===== src/rtl/w5300_pkg.sv =====
// Shared types and constants for the W5300 register-access sequencer.
// Imported by the interface, the command FIFO and the sequencer top.
package w5300_pkg;

   localparam logic OP_RD = 1'b1;
   localparam logic OP_WR = 1'b0;

   localparam int DEFAULT_TIMEOUT = 64;
   localparam int BUS_CMD_W       = 11;
   localparam int CMD_W           = 35;

   typedef enum logic [1:0] {
      S_IDLE,
      S_ISSUE,
      S_BUSY,
      S_RESP
   } seq_state_t;

   // One queued host command as stored in the FIFO.
   typedef struct packed {
      logic        wr;
      logic [9:0]  addr;
      logic [15:0] wdata;
      logic [7:0]  len;
   } cmd_t;

endpackage


===== src/rtl/w5300_reg_seq_if.sv =====
// Host request/response channel plus bus-engine channel of the sequencer.
// slave = sequencer side, master = host logic and bus engine side.
interface w5300_reg_seq_if;
   import w5300_pkg::*;

   logic                 req_valid;
   logic                 req_ready;
   logic                 req_wr;
   logic [9:0]           req_addr;
   logic [15:0]          req_wdata;
   logic [7:0]           req_len;

   logic                 rsp_valid;
   logic                 rsp_ready;
   logic [15:0]          rsp_data;
   logic                 rsp_last;
   logic                 rsp_err;

   logic                 bus_valid;
   logic                 bus_ready;
   logic [BUS_CMD_W-1:0] bus_addr;
   logic [15:0]          bus_wdata;
   logic [15:0]          bus_rdata;

   modport slave (
      input  req_valid, req_wr, req_addr, req_wdata, req_len,
      output req_ready,
      output rsp_valid, rsp_data, rsp_last, rsp_err,
      input  rsp_ready,
      output bus_valid, bus_addr, bus_wdata,
      input  bus_ready, bus_rdata
   );

   modport master (
      output req_valid, req_wr, req_addr, req_wdata, req_len,
      input  req_ready,
      input  rsp_valid, rsp_data, rsp_last, rsp_err,
      output rsp_ready,
      input  bus_valid, bus_addr, bus_wdata,
      output bus_ready, bus_rdata
   );

endinterface


===== src/rtl/w5300_cmd_fifo.sv =====
// Synchronous command FIFO with registered full/empty flags.
// A push is ignored while full, a pop is ignored while empty.
module w5300_cmd_fifo #(
   parameter int DEPTH = 4,
   parameter int WIDTH = 35
) (
   input  logic             clk,
   input  logic             rst_n,
   input  logic             push,
   input  logic             pop,
   input  logic [WIDTH-1:0] wdata,
   output logic [WIDTH-1:0] rdata,
   output logic             full,
   output logic             empty
);
   localparam int AW = $clog2(DEPTH);

   logic [WIDTH-1:0] mem [DEPTH];
   logic [AW-1:0]    wr_ptr;
   logic [AW-1:0]    rd_ptr;
   logic [AW:0]      count;
   logic [AW:0]      count_nxt;
   logic             do_push;
   logic             do_pop;

   assign do_push   = push & ~full;
   assign do_pop    = pop & ~empty;
   assign count_nxt = count + {{AW{1'b0}}, do_push} - {{AW{1'b0}}, do_pop};
   assign rdata     = mem[rd_ptr];

   always_ff @(posedge clk) begin
      if (do_push) mem[wr_ptr] <= wdata;
   end

   // Flags are computed from the next count so they are valid straight after the edge.
   always_ff @(posedge clk or negedge rst_n) begin
      if (!rst_n) begin
         wr_ptr <= '0;
         rd_ptr <= '0;
         count  <= '0;
         full   <= 1'b0;
         empty  <= 1'b1;
      end else begin
         if (do_push) wr_ptr <= wr_ptr + 1'b1;
         if (do_pop)  rd_ptr <= rd_ptr + 1'b1;
         count <= count_nxt;
         full  <= (count_nxt == (AW+1)'(DEPTH));
         empty <= (count_nxt == '0);
      end
   end

endmodule


===== src/rtl/w5300_reg_seq.sv =====
// Serialises queued host register commands into single W5300 bus accesses,
// one response per access, with a per-access timeout.
module w5300_reg_seq
   import w5300_pkg::*;
#(
   parameter int FIFO_DEPTH = 4,
   parameter int TIMEOUT    = DEFAULT_TIMEOUT
) (
   input logic            clk,
   input logic            rst_n,
   w5300_reg_seq_if.slave sif
);
   localparam logic [9:0] TMO_LAST = 10'(TIMEOUT - 1);

   seq_state_t           state, state_nxt;
   cmd_t                 push_cmd, head;
   logic                 fifo_full, fifo_empty, pop;
   logic [7:0]           remaining, remaining_nxt;
   logic [9:0]           tmo_cnt, tmo_cnt_nxt;
   logic                 tmo_hit, to_err;
   logic                 seen_low, seen_low_nxt;
   logic                 bus_valid_r, bus_valid_nxt;
   logic [BUS_CMD_W-1:0] bus_addr_r, bus_addr_nxt;
   logic [15:0]          bus_wdata_r, bus_wdata_nxt;
   logic                 rsp_valid_r, rsp_valid_nxt;
   logic [15:0]          rsp_data_r, rsp_data_nxt;
   logic                 rsp_last_r, rsp_last_nxt;
   logic                 rsp_err_r, rsp_err_nxt;

   assign push_cmd = {sif.req_wr, sif.req_addr, sif.req_wdata, sif.req_wr ? 8'd0 : sif.req_len};

   w5300_cmd_fifo #(.DEPTH(FIFO_DEPTH), .WIDTH(CMD_W)) u_fifo (
      .clk   (clk),
      .rst_n (rst_n),
      .push  (sif.req_valid),
      .pop   (pop),
      .wdata (push_cmd),
      .rdata (head),
      .full  (fifo_full),
      .empty (fifo_empty)
   );

   assign sif.req_ready = ~fifo_full;
   assign sif.bus_valid = bus_valid_r;
   assign sif.bus_addr  = bus_addr_r;
   assign sif.bus_wdata = bus_wdata_r;
   assign sif.rsp_valid = rsp_valid_r;
   assign sif.rsp_data  = rsp_data_r;
   assign sif.rsp_last  = rsp_last_r;
   assign sif.rsp_err   = rsp_err_r;
   assign tmo_hit       = (tmo_cnt == TMO_LAST);

   always_ff @(posedge clk or negedge rst_n) begin
      if (!rst_n) state <= S_IDLE;
      else        state <= state_nxt;
   end

   // Every output is a flop loaded from its *_nxt value; timeout overrides the state logic.
   always_comb begin
      state_nxt     = state;
      pop           = 1'b0;
      to_err        = 1'b0;
      remaining_nxt = remaining;
      tmo_cnt_nxt   = tmo_cnt;
      seen_low_nxt  = seen_low;
      bus_valid_nxt = bus_valid_r;
      bus_addr_nxt  = bus_addr_r;
      bus_wdata_nxt = bus_wdata_r;
      rsp_valid_nxt = rsp_valid_r;
      rsp_data_nxt  = rsp_data_r;
      rsp_last_nxt  = rsp_last_r;
      rsp_err_nxt   = rsp_err_r;
      case (state)
         S_IDLE: begin
            if (!fifo_empty) begin
               pop           = 1'b1;
               remaining_nxt = head.wr ? 8'd0 : head.len;
               bus_addr_nxt  = {head.wr ? OP_WR : OP_RD, head.addr};
               bus_wdata_nxt = head.wdata;
               bus_valid_nxt = 1'b1;
               tmo_cnt_nxt   = '0;
               state_nxt     = S_ISSUE;
            end
         end
         S_ISSUE: begin
            tmo_cnt_nxt = tmo_hit ? tmo_cnt : tmo_cnt + 10'd1;
            if (tmo_hit) begin
               to_err = 1'b1;
            end else if (sif.bus_ready) begin
               bus_valid_nxt = 1'b0;
               seen_low_nxt  = 1'b0;
               state_nxt     = S_BUSY;
            end
         end
         S_BUSY: begin
            tmo_cnt_nxt = tmo_hit ? tmo_cnt : tmo_cnt + 10'd1;
            if (tmo_hit) begin
               to_err = 1'b1;
            end else if (seen_low && sif.bus_ready) begin
               rsp_valid_nxt = 1'b1;
               rsp_data_nxt  = (bus_addr_r[10] == OP_RD) ? sif.bus_rdata : 16'h0000;
               rsp_last_nxt  = (remaining == 8'd0);
               rsp_err_nxt   = 1'b0;
               state_nxt     = S_RESP;
            end else if (!sif.bus_ready) begin
               seen_low_nxt = 1'b1;
            end
         end
         S_RESP: begin
            if (sif.rsp_ready) begin
               rsp_valid_nxt = 1'b0;
               if (rsp_last_r) begin
                  state_nxt = S_IDLE;
               end else begin
                  remaining_nxt = remaining - 8'd1;
                  bus_valid_nxt = 1'b1;
                  tmo_cnt_nxt   = '0;
                  state_nxt     = S_ISSUE;
               end
            end
         end
         default: state_nxt = S_IDLE;
      endcase
      if (to_err) begin
         bus_valid_nxt = 1'b0;
         rsp_valid_nxt = 1'b1;
         rsp_data_nxt  = 16'h0000;
         rsp_last_nxt  = 1'b1;
         rsp_err_nxt   = 1'b1;
         state_nxt     = S_RESP;
      end
   end

   always_ff @(posedge clk or negedge rst_n) begin
      if (!rst_n) begin
         remaining   <= '0;
         tmo_cnt     <= '0;
         seen_low    <= 1'b0;
         bus_valid_r <= 1'b0;
         bus_addr_r  <= '0;
         bus_wdata_r <= '0;
         rsp_valid_r <= 1'b0;
         rsp_data_r  <= '0;
         rsp_last_r  <= 1'b0;
         rsp_err_r   <= 1'b0;
      end else begin
         remaining   <= remaining_nxt;
         tmo_cnt     <= tmo_cnt_nxt;
         seen_low    <= seen_low_nxt;
         bus_valid_r <= bus_valid_nxt;
         bus_addr_r  <= bus_addr_nxt;
         bus_wdata_r <= bus_wdata_nxt;
         rsp_valid_r <= rsp_valid_nxt;
         rsp_data_r  <= rsp_data_nxt;
         rsp_last_r  <= rsp_last_nxt;
         rsp_err_r   <= rsp_err_nxt;
      end
   end

endmodule


===== src/flat_wrapper.sv =====
// flat-port wrapper written by rule: the top's interface ports become plain ports
module w5300_reg_seq_flat import w5300_pkg::*;
#(
   parameter int FIFO_DEPTH = 4,
   parameter int TIMEOUT    = DEFAULT_TIMEOUT
)
  (clk, rst_n, sif_req_valid, sif_req_wr, sif_req_addr, sif_req_wdata, sif_req_len, sif_req_ready, sif_rsp_valid, sif_rsp_data, sif_rsp_last, sif_rsp_err, sif_rsp_ready, sif_bus_valid, sif_bus_addr, sif_bus_wdata, sif_bus_ready, sif_bus_rdata);
  w5300_reg_seq_if sif_i ();
  input logic clk;
  input logic rst_n;
  input wire logic [$bits(sif_i.req_valid)-1:0] sif_req_valid;
  input wire logic [$bits(sif_i.req_wr)-1:0] sif_req_wr;
  input wire logic [$bits(sif_i.req_addr)-1:0] sif_req_addr;
  input wire logic [$bits(sif_i.req_wdata)-1:0] sif_req_wdata;
  input wire logic [$bits(sif_i.req_len)-1:0] sif_req_len;
  output wire logic [$bits(sif_i.req_ready)-1:0] sif_req_ready;
  output wire logic [$bits(sif_i.rsp_valid)-1:0] sif_rsp_valid;
  output wire logic [$bits(sif_i.rsp_data)-1:0] sif_rsp_data;
  output wire logic [$bits(sif_i.rsp_last)-1:0] sif_rsp_last;
  output wire logic [$bits(sif_i.rsp_err)-1:0] sif_rsp_err;
  input wire logic [$bits(sif_i.rsp_ready)-1:0] sif_rsp_ready;
  output wire logic [$bits(sif_i.bus_valid)-1:0] sif_bus_valid;
  output wire logic [$bits(sif_i.bus_addr)-1:0] sif_bus_addr;
  output wire logic [$bits(sif_i.bus_wdata)-1:0] sif_bus_wdata;
  input wire logic [$bits(sif_i.bus_ready)-1:0] sif_bus_ready;
  input wire logic [$bits(sif_i.bus_rdata)-1:0] sif_bus_rdata;
  assign sif_i.req_valid = sif_req_valid;
  assign sif_i.req_wr = sif_req_wr;
  assign sif_i.req_addr = sif_req_addr;
  assign sif_i.req_wdata = sif_req_wdata;
  assign sif_i.req_len = sif_req_len;
  assign sif_req_ready = sif_i.req_ready;
  assign sif_rsp_valid = sif_i.rsp_valid;
  assign sif_rsp_data = sif_i.rsp_data;
  assign sif_rsp_last = sif_i.rsp_last;
  assign sif_rsp_err = sif_i.rsp_err;
  assign sif_i.rsp_ready = sif_rsp_ready;
  assign sif_bus_valid = sif_i.bus_valid;
  assign sif_bus_addr = sif_i.bus_addr;
  assign sif_bus_wdata = sif_i.bus_wdata;
  assign sif_i.bus_ready = sif_bus_ready;
  assign sif_i.bus_rdata = sif_bus_rdata;
  w5300_reg_seq #(.FIFO_DEPTH(FIFO_DEPTH), .TIMEOUT(TIMEOUT)) u_core (.clk(clk), .rst_n(rst_n), .sif(sif_i));
endmodule

===== config.mk =====
export PLATFORM = sky130hd
export DESIGN_NAME = w5300_reg_seq_flat
export DESIGN_NICKNAME = d
export VERILOG_FILES = /design/src/rtl/w5300_pkg.sv /design/src/rtl/w5300_reg_seq_if.sv /design/src/rtl/w5300_cmd_fifo.sv /design/src/rtl/w5300_reg_seq.sv /design/src/flat_wrapper.sv
export SDC_FILE = /design/constraint.sdc
export NUM_CORES = 1
export LEC_CHECK = 0
export CELL_PAD_IN_SITES_DETAIL_PLACEMENT = 0
export CELL_PAD_IN_SITES_GLOBAL_PLACEMENT = 1
export CORE_MARGIN = 2
export CORE_UTILIZATION = 47
export DETAILED_ROUTE_END_ITERATION = 10
export GPL_TIMING_DRIVEN = 0
export PLACE_DENSITY_LB_ADDON = 0.1
export REMOVE_ABC_BUFFERS = 1
export SYNTH_ARGS = -nofsm -noshare
export SYNTH_HDL_FRONTEND = slang
export SYNTH_SLANG_ARGS = --single-unit

===== constraint.sdc =====
create_clock -name clk -period 3.08 [get_ports clk]
set_input_delay 0.616 -clock clk [delete_from_list [all_inputs] [get_ports clk]]
set_output_delay 0.616 -clock clk [all_outputs]
set_load 0.02 [all_outputs]

### Word-level counts from Yosys, hierarchy flattened

Memories as Yosys holds them, arrays and structs flattened.
Cells that the tools add are included.

| storage, ports and cells | value |
|---|---|
| bits in registers | 77 |
| memory bits (writable) | 140 |
| input bits | 56 |
| output and inout port bits | 48 |
| word-level logic and storage cells | 124 |
| memories | 1 |

| operators by class | value |
|---|---|
| add/sub/neg operators | 6 |
| eq/ne operators | 22 |
| multiplexer cells | 56 |
| bitwise gates (word level) | 4 |
| reductions and logical operators | 19 |

Memories:

| name | depth | bits a word | rd ports | clocked after memory_dff | write ports | RTL line | source |
|---|---|---|---|---|---|---|---|
| u_core.u_fifo.mem | 4 | 35 | 1 | 0 | 1 | w5300_cmd_fifo.sv:18 | `logic [WIDTH-1:0] mem [DEPTH];` |

Operator list:

| cell | number |
|---|---|
| 16-bit two-way mux | 5 |
| 10-bit two-way mux | 4 |
| 8-bit two-way mux | 5 |
| 10-bit case mux with 3 select lines | 1 |
| 1-bit two-way mux | 29 |
| 2-bit != test (second input constant) | 10 |
| 6-bit AND reduction | 3 |
| 8-bit case mux with 2 select lines | 1 |
| 2-bit two-way mux | 7 |
| 3-bit by 2-bit != test with 1-bit output (second input constant) | 4 |
| 4-bit AND reduction | 3 |
| 10-bit by 1-bit adder with 10-bit output (second input constant) | 1 |
| 10-bit by 6-bit == test with 1-bit output (second input constant) | 1 |
| 8-bit logical NOT | 1 |
| 2-bit case mux with 4 select lines | 1 |
| 2-bit nonzero test | 4 |
| 8-bit by 1-bit subtractor with 8-bit output (second input constant) | 1 |
| 3-bit != test (second input constant) | 2 |
| 2-bit by 1-bit adder with 2-bit output (second input constant) | 2 |
| 2-bit == test (second input constant) | 2 |
| 1-bit case mux with 2 select lines | 2 |
| 4-bit nonzero test | 1 |
| 3-bit by 1-bit adder with 3-bit output | 1 |
| 3-bit == test (second input constant) | 1 |
| other kinds (13) | 15 |

### Depth between registers and ports, before layout

Gate-level depths: netlist of run 1.

| depth | value |
|---|---|
| depth after elaboration | 5 |
| gate-level depth with buffers | 12 |

### Modules after synthesis

A second synthesis of run 1 with hierarchy kept.

| second synthesis, totals | value |
|---|---|
| cells, all modules | 498 |
| area total of the unflattened synthesis | 8777.2 sq um |

Modules (own cells, without submodules):

| module | instances | cells an instance | area each (sq um) | seq. area each (sq um) |
|---|---|---|---|---|
| w5300_cmd_fifo | 1 | 219 | 5572.8 | 4430.5 |
| w5300_reg_seq | 1 | 279 | 3204.3 | 1701.6 |

### Worst setup path before layout of run 1

No wires, ideal clock.

| timing path | value |
|---|---|
| kind | register to register |
| from | register u_core.state[0] |
| to | register u_core.u_fifo.full |
| library setup time | 0.088 ns |
| data arrival time | 2.606 ns |
| slack | 0.386 ns |
| stages on the path, launching flop included | 13 |
| period minus slack after synthesis | 2.694 ns |
| path through | dfrtp_1 inv_1 ha_1 nor2b_1 clkbuf_1 ha_1 inv_1 ha_1 inv_1 fa_1 xnor2_1 xnor2_1 nor3b_1 |

| between the ends | value |
|---|---|
| longest elaborated chain between the ends | 5 |

RTL lines:

| item | RTL line | source |
|---|---|---|
| start, declared | w5300_reg_seq.sv:15 | `seq_state_t state, state_nxt;` |
| start signal, assigned | w5300_reg_seq.sv:55 | `else state <= state_nxt;` |
| 2-bit logical NOT | w5300_reg_seq.sv:73 | `case (state)` |
| 1-bit two-way mux | w5300_reg_seq.sv:73 |  |
| via u_core.pop | w5300_reg_seq.sv:17 | `logic fifo_full, fifo_empty, pop;` |
| 1-bit bitwise AND | w5300_cmd_fifo.sv:27 | `assign do_pop = pop & ~empty;` |
| 3-bit by 1-bit subtractor with 3-bit output | w5300_cmd_fifo.sv:28 | `assign count_nxt = count + {{AW{1'b0}}, do_push} - {{AW{1'b0}}, do_pop};` |
| via u_core.u_fifo.count_nxt[2] | w5300_cmd_fifo.sv:22 | `logic [AW:0] count_nxt;` |
| 3-bit == test | w5300_cmd_fifo.sv:47 | `full <= (count_nxt == (AW+1)'(DEPTH));` |
| end signal, assigned | w5300_cmd_fifo.sv:47 |  |
| end, declared | w5300_cmd_fifo.sv:13 | `output logic full,` |

The timed path passes the listed nets, and every way through them passes these cells.
A chain may end at the register's enable or synchronous reset.

### Worst setup path in the final report of run 1

| timing path | value |
|---|---|
| from | input sif_req_valid |
| to | register u_core.u_fifo.full |

| between the ends | value |
|---|---|
| longest elaborated chain between the ends | 4 |

RTL lines:

| item | RTL line | source |
|---|---|---|
| start, declared | flat_wrapper.sv:11 | `input wire logic [$bits(sif_i.req_valid)-1:0] sif_req_valid;` |
| 1-bit bitwise AND | w5300_cmd_fifo.sv:26 | `assign do_push = push & ~full;` |
| 3-bit by 1-bit adder with 3-bit output | w5300_cmd_fifo.sv:28 |  |
| 3-bit by 1-bit subtractor with 3-bit output | w5300_cmd_fifo.sv:28 |  |
| via u_core.u_fifo.count_nxt[2] | w5300_cmd_fifo.sv:22 |  |
| 3-bit == test | w5300_cmd_fifo.sv:47 |  |

The timed path passes the listed nets, and every way through them passes these cells.

==> impl_metrics.env, run 1 <==
export IMPL_clock_power_share=0.249
export IMPL_preCtsSetupSlack_ns=-0.1819
export IMPL_slew_viol_final=0
export IMPL_timing_rr_start="u_core.state[1]$_DFFE_PN0P_"
export IMPL_period_needed_ns=2.739
export IMPL_power_density_nw_per_um2=1014
export IMPL_async_flop_share=0.3548
export IMPL_yosys_warnings=0
export IMPL_finalHoldViolations=0
export IMPL_synth_flop_cell="edfxtp_1"
export IMPL_critical_path_peak_fanout=8
export IMPL_rsz0062_at_grt="no"
export IMPL_p_switching_uw=3501
export IMPL_cts_root_buf="clkbuf_16"
export IMPL_cap_viol_max_count=0
export IMPL_cts_tree="yes"
export IMPL_drt_pass1_iterations=4
export IMPL_post_cts_resized=0
export IMPL_pwr_share_seq=0.399
export IMPL_grt_ovfl_total=0
export IMPL_path_class="input port to register"
export IMPL_antenna_cells=0
export IMPL_worst_path_buf_inv=4
export IMPL_gp_congestion=0.7328
export IMPL_intPower_uw=7543
export IMPL_seq_area_frac_synth=0.7020
export IMPL_path_depth=11
export IMPL_vias=4885
export IMPL_status="finished clean"
export IMPL_cts_sinks=217
export IMPL_route_antenna_remaining_nets=0
export IMPL_synthToLayoutAreaGrowth_pct=24.72
export IMPL_synth_distinct_cells=51
export IMPL_synth_top_area_frac=0.4813
export IMPL_die_h_um=140.3
export IMPL_htreeDepth=1
export IMPL_crit_arrival_ns=3.16
export IMPL_setup_violations_final=0
export IMPL_row_count=49
export IMPL_wl_per_cell_um=19.56
export IMPL_clkTransAtPathRegs_ns=0.06
export IMPL_syn_cell_area_um2=8735
export IMPL_cts_buffers=24
export IMPL_holdWs_ns=0.06698
export IMPL_hold_class="input port to async pin"
export IMPL_worstPathRequired_ns=3.51
export IMPL_initial_core_util=0.4829
export IMPL_vias_per_cell=5.621
export IMPL_tightest_slew_ns=0.8246
export IMPL_avgSynthCellArea_um2=17.16
export IMPL_synth_edf_count=140
export IMPL_reg2regPathDepth=12
export IMPL_cpMostUsedCell="inv_1"
export IMPL_totalNegativeSetupSlack_ns=0
export IMPL_grt_pass1_vias=5081
export IMPL_fin_ws_ns=0.3412
export IMPL_ios=104
export IMPL_start_kind="input port"
export IMPL_clk_latency_ns=0.52
export IMPL_cpLargestDelayFamily="adder cells"
export IMPL_clockBufferDepth=3
export IMPL_grt_usage=0.1756
export IMPL_die_area_um2=19690
export IMPL_rrSetupSlack_ns=0.35
export IMPL_hpwl_um=10690
export IMPL_cpMaxStageDelayCell="clkdlybuf4s50_1"
export IMPL_switching_share=0.3170
export IMPL_regToRegEndpoint="u_core.u_fifo.full$_DFF_PN0_"
export IMPL_drive_above_1_share=0.1891
export IMPL_synth_seq_cells=217
export IMPL_crit_chain="clkdlybuf4s50_1 -> nor2b_1 -> inv_1 -> ha_1 -> inv_1 -> ha_1 -> inv_1 -> fa_1 -> xnor2_1 -> xnor2_1 -> nor3b_1"
export IMPL_worstSetupEndpointType="register"
export IMPL_final_core_util=0.6024
export IMPL_maxSlewHeadroom=0.4503
export IMPL_port_buffers=103
export IMPL_grt_pass1_wl_um=27280
export IMPL_slowest_delay_ns=0.48
export IMPL_final_period_utilization=0.8892
export IMPL_yosysTopAreaCell="edfxtp_1"
export IMPL_placed_cell_area_um2=10100
export IMPL_grt_max_degree=44
export IMPL_drt_iter0_drc=169
export IMPL_p_leak_uw=0.003951
export IMPL_stdcell_area_um2=10890
export IMPL_ir_drop_uv=648.2
export IMPL_chipWidth_um=140.3
export IMPL_p_comb_frac=0.353
export IMPL_fin_skew_ns=0.01235
export IMPL_synth_area_leaders="edfxtp_1, dfrtp_1, mux4_2"
export IMPL_routed_wl_um=17000
export IMPL_fmax_mhz=365.1
export IMPL_layout_nets=692
export IMPL_antenna_found_initial=0
export IMPL_design_core_area_um2=18090
export IMPL_route_detailed_drc=0
export IMPL_synth_cells=509
final cells by class:
type	instances	area, um^2
Timing Repair Buffer	112	1211
Fill cell	1321	7192
Multi-Input combinational cell	249	2414
Clock buffer	37	689.4
Inverter	18	67.56
Tap cell	229	286.5
Sequential cell	217	6135
Clock inverter	7	91.34
worst max path at each step:
stage / from / to / slack, ns
after global routing: u_core.state[1]$_DFFE_PN0P_ / u_core.u_fifo.full$_DFF_PN0_ / 0.13
final: sif_req_valid / u_core.u_fifo.full$_DFF_PN0_ / 0.34
after global placement: u_core.state[1]$_DFFE_PN0P_ / u_core.u_fifo.full$_DFF_PN0_ / -2.08
after detailed placement: sif_req_valid / u_core.u_fifo.full$_DFF_PN0_ / -0.18
after floorplan: u_core.state[0]$_DFFE_PN0P_ / u_core.u_fifo.full$_DFF_PN0_ / -0.60
after CTS: u_core.state[1]$_DFFE_PN0P_ / u_core.remaining[6]$_DFFE_PN0P_ / 0.07
state kept, by name, indices dropped and copies added (netlist names), 2 cells and up:
signal and flops:
u_core.u_fifo.mem 140, u_core.sif.rsp_data 16, u_core.remaining 8, u_core.sif.bus_wdata 16, u_core.tmo_cnt 10, u_core.u_fifo.wr_ptr 2
u_core.state 2, u_core.u_fifo.count 3, u_core.sif.bus_addr 11, u_core.u_fifo.rd_ptr 2
per-stage QoR:
step	power [uW]	instances
CTS	11180	868
global route	11660	869
detailed placement	8385	824
global placement	8189	816
floorplan	6809	484
finish	11040	869
power groups by stage:
stage | combinational [uW] | sequential [uW] | clock [uW]
3_3_place_gp | 3580 | 4610 | 0
4_1_cts | 3940 | 4420 | 2820
5_1_grt | 4230 | 4500 | 2930
2_1_floorplan | 1980 | 4820 | 0
6_report | 3890 | 4400 | 2750
3_5_place_dp | 3910 | 4470 | 0
kinds of logic (layout without fill, tap and decap cells):
group                      after synthesis  after routing  share of synthesized area
DFF                                    217            217                     0.7020
and+or+nand+nor                         97             97                    0.06503
AOI/OAI and AO/OA                       71             71                    0.05830
muxes                                   62             62                     0.1251
buffers and inverters                   43            174                    0.02363
adders and majority gates               14             14                    0.02091
xor gates and xnor gates                 5              5                   0.005013
layer usage:
layer / vias to the layer above / GRT usage / wire length, um
met5: - / 0 / 0
met3: 22 / 0.04308 / 909
li1: 2219 / - / -
met1: 2538 / 0.2308 / 7464
met4: 0 / 0.03775 / 299
met2: 106 / 0.2998 / 8328
repair_timing:
action | CTS | global route
setup buffers | 0 | 1
hold buffers | 0 | 0
setup endpoints to repair | 0 | 1
cells in the mapped netlist, drive strengths merged, types with 2 or more instances:
| cell type | n |
|---|---|
| a21oi | 12 |
| a22o | 16 |
| a31oi | 2 |
| a41oi | 2 |
| and2 | 7 |
| and3 | 3 |
| buf | 12 |
| clkbuf | 13 |
| dfrtp | 76 |
| edfxtp | 140 |
| ha | 13 |
| inv | 18 |
| mux2 | 27 |
| mux4 | 35 |
| nand2 | 15 |
| nand2b | 4 |
| nand3 | 17 |
| nand3b | 2 |
| nand4 | 3 |
| nor2 | 9 |
| nor2b | 15 |
| nor3 | 3 |
| nor3b | 3 |
| nor4 | 3 |
| o211ai | 2 |
| o21ai | 15 |
| o22ai | 3 |
| o31a | 3 |
| o31ai | 7 |
| or4 | 8 |
| or4b | 2 |
| xnor2 | 4 |
cell usage in the layout (no fill, tap or decap), types with 3 or more instances in the layout:
master and count:
nand2b_1 4, xnor2_1 4, mux4_2 35, nor3_1 3
nor2_1 8, o31ai_1 7, nand2_1 15, or4_1 8
nand3_1 17, a21oi_1 12, nor3b_1 3, clkbuf_8 4
clkinv_2 3, o22ai_1 3, buf_12 6, a22o_1 16
nand4_1 3, clkbuf_16 24, clkdlybuf4s50_1 102, mux2_2 27
o31a_1 3, edfxtp_1 140, inv_1 18, and3_1 3
o21ai_0 15, ha_1 13, clkbuf_1 9, and2_1 3
nor2b_1 14, and2_2 4, dfrtp_1 74
No activity file was read; power rests on OpenSTA's default activity.
==> inputs of run 2 (changes only) <==
--- a/config.mk
+++ b/config.mk
@@ -8,8 +8,9 @@
 export CELL_PAD_IN_SITES_DETAIL_PLACEMENT = 0
 export CELL_PAD_IN_SITES_GLOBAL_PLACEMENT = 1
 export CORE_MARGIN = 2
-export CORE_UTILIZATION = 47
+export CORE_UTILIZATION = 53
 export DETAILED_ROUTE_END_ITERATION = 10
+export DONT_BUFFER_PORTS = 1
 export GPL_TIMING_DRIVEN = 0
 export PLACE_DENSITY_LB_ADDON = 0.1
 export REMOVE_ABC_BUFFERS = 1
==> impl_metrics.env, run 2 (synthesis gave the netlist of run 1 again) <==
export IMPL_cts_sinks=217
export IMPL_route_antenna_remaining_nets=0
export IMPL_fmax_mhz=381.7
export IMPL_chipWidth_um=132.4
export IMPL_stdcell_area_um2=9982
export IMPL_clockBufferDepth=3
export IMPL_mostFrequentLayoutCells="edfxtp_1, dfrtp_1, mux4_2, mux2_2, clkbuf_16"
export IMPL_intPower_uw=7416
export IMPL_crit_arrival_ns=3.03
export IMPL_grt_ovfl_total=0
export IMPL_ios=104
export IMPL_vias_per_cell=5.874
export IMPL_ir_drop_uv=597.1
export IMPL_drt_iter0_drc=269
export IMPL_cts_buffers=24
export IMPL_cpMaxStageDelayCell="dfrtp_1"
export IMPL_clkTransAtPathRegs_ns=0.06
export IMPL_hpwl_um=9721
export IMPL_synthToLayoutAreaGrowth_pct=14.28
export IMPL_post_cts_resized=0
export IMPL_vias=4429
export IMPL_placed_cell_area_um2=9029
export IMPL_antenna_cells=0
export IMPL_worstSetupEndpointType="register"
export IMPL_ff_latch_area_um2=6135
export IMPL_design_core_area_um2=16000
export IMPL_dp_cells=707
export IMPL_largest_register="u_core.u_fifo.mem"
export IMPL_port_buffers=0
export IMPL_p_total_uw=10800
export IMPL_routed_wl_um=15920
export IMPL_cts_tree="yes"
export IMPL_p_leak_uw=0.003617
export IMPL_antenna_found_initial=0
export IMPL_clock_power_share=0.293
export IMPL_multi_input_area_um2=2414
export IMPL_critical_path_peak_fanout=6
export IMPL_fillers=1185
export IMPL_maxSlewHeadroom=0.4524
export IMPL_finalHoldViolations=7
export IMPL_stdcell_count=754
export IMPL_grt_pass1_wl_um=25720
export IMPL_path_class="register to register"
export IMPL_crit_chain="inv_1 -> ha_1 -> nor2b_4 -> ha_1 -> inv_1 -> ha_1 -> inv_1 -> fa_1 -> xnor2_1 -> xnor2_1 -> nor3b_1"
export IMPL_slowest_delay_ns=0.42
export IMPL_tightest_slew_ns=0.8214
export IMPL_setup_violations_final=0
export IMPL_violations="hold timing"
export IMPL_cts_root_buf="clkbuf_16"
export IMPL_switching_share=0.3136
export IMPL_wl_per_cell_um=21.12
export IMPL_fin_skew_ns=0.01803
export IMPL_p_comb_frac=0.257
export IMPL_grt_pass1_vias=4748
export IMPL_cap_viol_max_count=0
export IMPL_status="complete, but fails checks"
export IMPL_drt_pass1_iterations=4
export IMPL_clk_latency_ns=0.52
export IMPL_htreeDepth=1
export IMPL_die_h_um=132.4
export IMPL_p_switching_uw=3388
export IMPL_final_period_utilization=0.8506
export IMPL_pwr_share_seq=0.450
export IMPL_route_detailed_drc=0
export IMPL_grt_max_degree=78
export IMPL_worstPathRequired_ns=3.49
export IMPL_start_kind="register"
export IMPL_totalNegativeSetupSlack_ns=0
export IMPL_holdWs_ns=-0.007851
export IMPL_rsz0062_at_grt="no"
export IMPL_die_area_um2=17520
export IMPL_period_needed_ns=2.620
export IMPL_layout_nets=591
export IMPL_power_density_nw_per_um2=1082
export IMPL_slew_viol_final=0
export IMPL_gp_congestion=0.7696
export IMPL_largest_register_ff_count=140
export IMPL_grt_usage=0.1873
export IMPL_hold_class="input port to async pin"
export IMPL_final_common_cell="edfxtp_1"
export IMPL_initial_core_util=0.5459
export IMPL_drive_above_1_share=0.2268
export IMPL_row_count=46
run 2: area by class of cell:
| cell class | instances | area share |
|---|---|---|
| repair buffers | 11 | 0.01980 |
| clock inverters | 11 | 0.02582 |
| clock buffers | 32 | 0.06418 |
| multi-input cells | 249 | 0.2418 |
| inverters | 18 | 0.006769 |
| well taps | 216 | 0.02707 |
| flip-flops and latches | 217 | 0.6146 |
run 2: critical path: cells and delay by family (launching register included):
family | cells | cell delay [ns]
xor+xnor | 2 | 0.42
simple gates | 2 | 0.48
buf+inv | 3 | 0.24
flops | 1 | 0.42
fa+ha+maj | 4 | 0.97
run 2: per-stage QoR:
step	utilization	setup slack (ns)
final	0.6239	0.4600
after global routing	0.6239	0.2144
after CTS	0.6221	0.1399
after detailed placement	0.5643	0.09581
after global placement	0.5541	-1.906
after floorplan	-	-0.5965
run 2: routing by layer:
layer / routed length [um] / part of all wire / global-route usage
met1: 6352 / 0.40 / 0.2277
met5: 0 / 0 / 0
met2: 8030 / 0.50 / 0.3149
met4: 239 / 0.015 / 0.04839
met3: 1302 / 0.082 / 0.07420
run 2: final timing paths:
kind                                                  start                           endpoint  slack (ns)  cells past startpoint
worst min register to register  u_core.seen_low$_DFFE_PN0P_        u_core.seen_low$_DFFE_PN0P_        0.54                      2
min in group clk                           sif_req_wdata[1]  u_core.u_fifo.mem[2][9]$_DFFE_PP_        0.19                      0
worst max-delay path            u_core.state[1]$_DFFE_PN0P_       u_core.u_fifo.full$_DFF_PN0_        0.46                     11
worst min-delay path                                  rst_n    u_core.remaining[4]$_DFFE_PN0P_      -0.008                      1
worst max register to register  u_core.state[1]$_DFFE_PN0P_       u_core.u_fifo.full$_DFF_PN0_        0.46                     11
max in group asynchronous                             rst_n      u_core.tmo_cnt[8]$_DFFE_PN0P_        2.70                      1
run 2: repair_timing:
action                                 in CTS  in global routing
hold buffers                                1                  0
setup endpoints to repair                   0                  2
setup buffers                               0                  3
endpoints found under the hold margin      77                  0
run 2: power groups by stage:
stage / Combinational [uW] / Clock, uW / Sequential (uW)
2_1_floorplan: 1980 / 0 / 4820
3_3_place_gp: 2410 / 0 / 5060
3_5_place_dp: 2750 / 0 / 4930
4_1_cts: 2790 / 3240 / 4890
5_1_grt: 3080 / 3340 / 4980
6_report: 2770 / 3170 / 4860
==> inputs of run 3 (changes only) <==
==> constraint.sdc (replaced) <==
create_clock -name clk -period 2.6 [get_ports clk]
set_input_delay 0.52 -clock clk [delete_from_list [all_inputs] [get_ports clk]]
set_output_delay 0.52 -clock clk [all_outputs]
set_load 0.02 [all_outputs]
==> impl_metrics.env, run 3 (synthesis gave the netlist of run 1 again) <==
export IMPL_worstPathRequired_ns=3.02
export IMPL_crit_end="u_core.u_fifo.full$_DFF_PN0_"
export IMPL_fin_skew_ns=0.01668
export IMPL_setup_violations_final=0
export IMPL_worstSetupEndpointType="register"
export IMPL_clk_latency_ns=0.52
export IMPL_holdWs_ns=0.09260
export IMPL_regToRegEndpoint="u_core.u_fifo.full$_DFF_PN0_"
export IMPL_largest_register_ff_count=140
export IMPL_wl_per_cell_um=21.08
export IMPL_grt_pass1_wl_um=25760
export IMPL_drive_above_1_share=0.2389
export IMPL_crit_start="u_core.state[0]$_DFFE_PN0P_"
export IMPL_design_core_area_um2=16000
export IMPL_p_leak_uw=0.003623
export IMPL_synthToLayoutAreaGrowth_pct=14.63
export IMPL_chipWidth_um=132.4
export IMPL_ios=104
export IMPL_drt_iter0_drc=318
export IMPL_final_period_utilization=0.9512
export IMPL_crit_arrival_ns=2.89
export IMPL_maxSlewHeadroom=0.4716
export IMPL_clkTransAtPathRegs_ns=0.06
export IMPL_vias_per_cell=5.852
export IMPL_route_detailed_drc=0
export IMPL_die_area_um2=17520
export IMPL_die_h_um=132.4
export IMPL_clockBufferDepth=3
export IMPL_antenna_cells=0
export IMPL_fillers=1184
export IMPL_grt_max_degree=78
export IMPL_finalHoldViolations=0
export IMPL_tightest_slew_ns=0.7911
export IMPL_cts_tree="yes"
export IMPL_antenna_found_initial=0
export IMPL_power_density_nw_per_um2=1283
export IMPL_initial_core_util=0.5459
export IMPL_htreeDepth=1
export IMPL_status="finished clean"
export IMPL_fmax_mhz=404.4
export IMPL_final_common_cell="edfxtp_1"
export IMPL_mostFrequentLayoutCells="edfxtp_1, dfrtp_1, mux4_2, mux2_2, clkbuf_16"
export IMPL_vias=4424
export IMPL_cap_viol_max_count=0
export IMPL_route_antenna_remaining_nets=0
export IMPL_stdcell_count=756
export IMPL_drt_pass1_iterations=4
export IMPL_path_class="register to register"
export IMPL_ir_drop_uv=707.5
export IMPL_start_kind="register"
export IMPL_timing_rr_start="u_core.state[0]$_DFFE_PN0P_"
export IMPL_gp_congestion=0.7696
export IMPL_rrSetupSlack_ns=0.13
export IMPL_slew_viol_final=0
export IMPL_routed_wl_um=15940
export IMPL_layout_nets=593
export IMPL_port_buffers=0
export IMPL_cts_buffers=24
export IMPL_grt_pass1_vias=4764
export IMPL_cts_root_buf="clkbuf_16"
export IMPL_hold_class="input port to register"
export IMPL_row_count=46
export IMPL_placed_cell_area_um2=9029
export IMPL_grt_ovfl_total=0
export IMPL_cts_sinks=217
export IMPL_reg2regPathDepth=11
export IMPL_critical_path_peak_fanout=4
export IMPL_dp_cells=707
export IMPL_grt_usage=0.1877
export IMPL_period_needed_ns=2.473
export IMPL_largest_register="u_core.u_fifo.mem"
export IMPL_stdcell_area_um2=10010
export IMPL_hpwl_um=9721
-- run 3: cell count changes in the layout (fill, tap and decap cells not counted), sizes merged --
cell / before / now
buf: 11 / 12
dlygate4sd3: 0 / 1
-- run 3: power by group --
part	internal, uW	switching (uW)	total (uW)
combinational	1700	1630	3330
sequential	4680	1080	5760
clock	2440	1320	3760
total	8810	4030	12800
-- run 3: worst min-delay path by stage --
stage,to,slack (ns),depth (start not counted),start
after floorplan,u_core.remaining[0]$_DFFE_PN0P_,0.22,0,rst_n
after global placement,u_core.remaining[6]$_DFFE_PN0P_,0.23,0,rst_n
after detailed placement,u_core.remaining[6]$_DFFE_PN0P_,0.23,0,rst_n
after CTS,u_core.u_fifo.mem[2][34]$_DFFE_PP_,0.07,0,sif_req_wr
after global routing,u_core.u_fifo.mem[2][34]$_DFFE_PP_,0.06,0,sif_req_wr
final,u_core.u_fifo.mem[2][9]$_DFFE_PP_,0.09,0,sif_req_wdata[1]
-- run 3: per-stage QoR --
stage | TNS [ns] | util | total power, uW | setup WS, ns
floorplan | -5.655 | - | 8066 | -1.076
global placement | -101.08 | 0.5541 | 8850 | -2.386
detailed placement | -2.204 | 0.5643 | 9101 | -0.3842
CTS | 0 | 0.6236 | 12950 | 0.04856
global route | -0.02371 | 0.6257 | 13550 | -0.01286
finish | 0 | 0.6257 | 12850 | 0.1270
-- run 3: timing repair --
item / 4_1_cts / 5_1_grt
hold endpoints to repair: 77 / 0
endpoints found under the setup margin: 11 / 9
setup buffers: 1 / 3
gates resized for setup: 1 / 6
pin swaps: 0 / 1
hold buffers: 2 / 0
-- run 3: routing by layer --
| metal | up-vias | wire length (um) | GRT usage |
|---|---|---|---|
| met2 | 113 | 8065 | 0.3161 |
| met4 | 0 | 248 | 0.04839 |
| met5 | - | 0 | 0 |
| met1 | 2278 | 6350 | 0.2280 |
| met3 | 23 | 1273 | 0.07420 |
| li1 | 2010 | - | - |
-- run 3: worst max-delay path, cell delays in order, from the launching register on --
cell	delay, ns
dfrtp_1	0.42
inv_2	0.10
ha_2	0.20
nor2b_4	0.17
ha_1	0.24
inv_1	0.06
ha_1	0.13
inv_1	0.05
fa_1	0.37
xnor2_1	0.15
xnor2_1	0.25
nor3b_2	0.24
-- run 3: layout make-up --
| cell class | instances | area (um^2) | area share |
|---|---|---|---|
| multi-input cells | 249 | 2426 | 0.2423 |
| repair buffers | 13 | 215.2 | 0.02149 |
| clock inverters | 11 | 257.7 | 0.02574 |
| clock buffers | 32 | 640.6 | 0.06398 |
| well taps | 216 | 270.3 | 0.02699 |
| flip-flops and latches | 217 | 6135 | 0.6127 |
| inverters | 18 | 67.56 | 0.006748 |
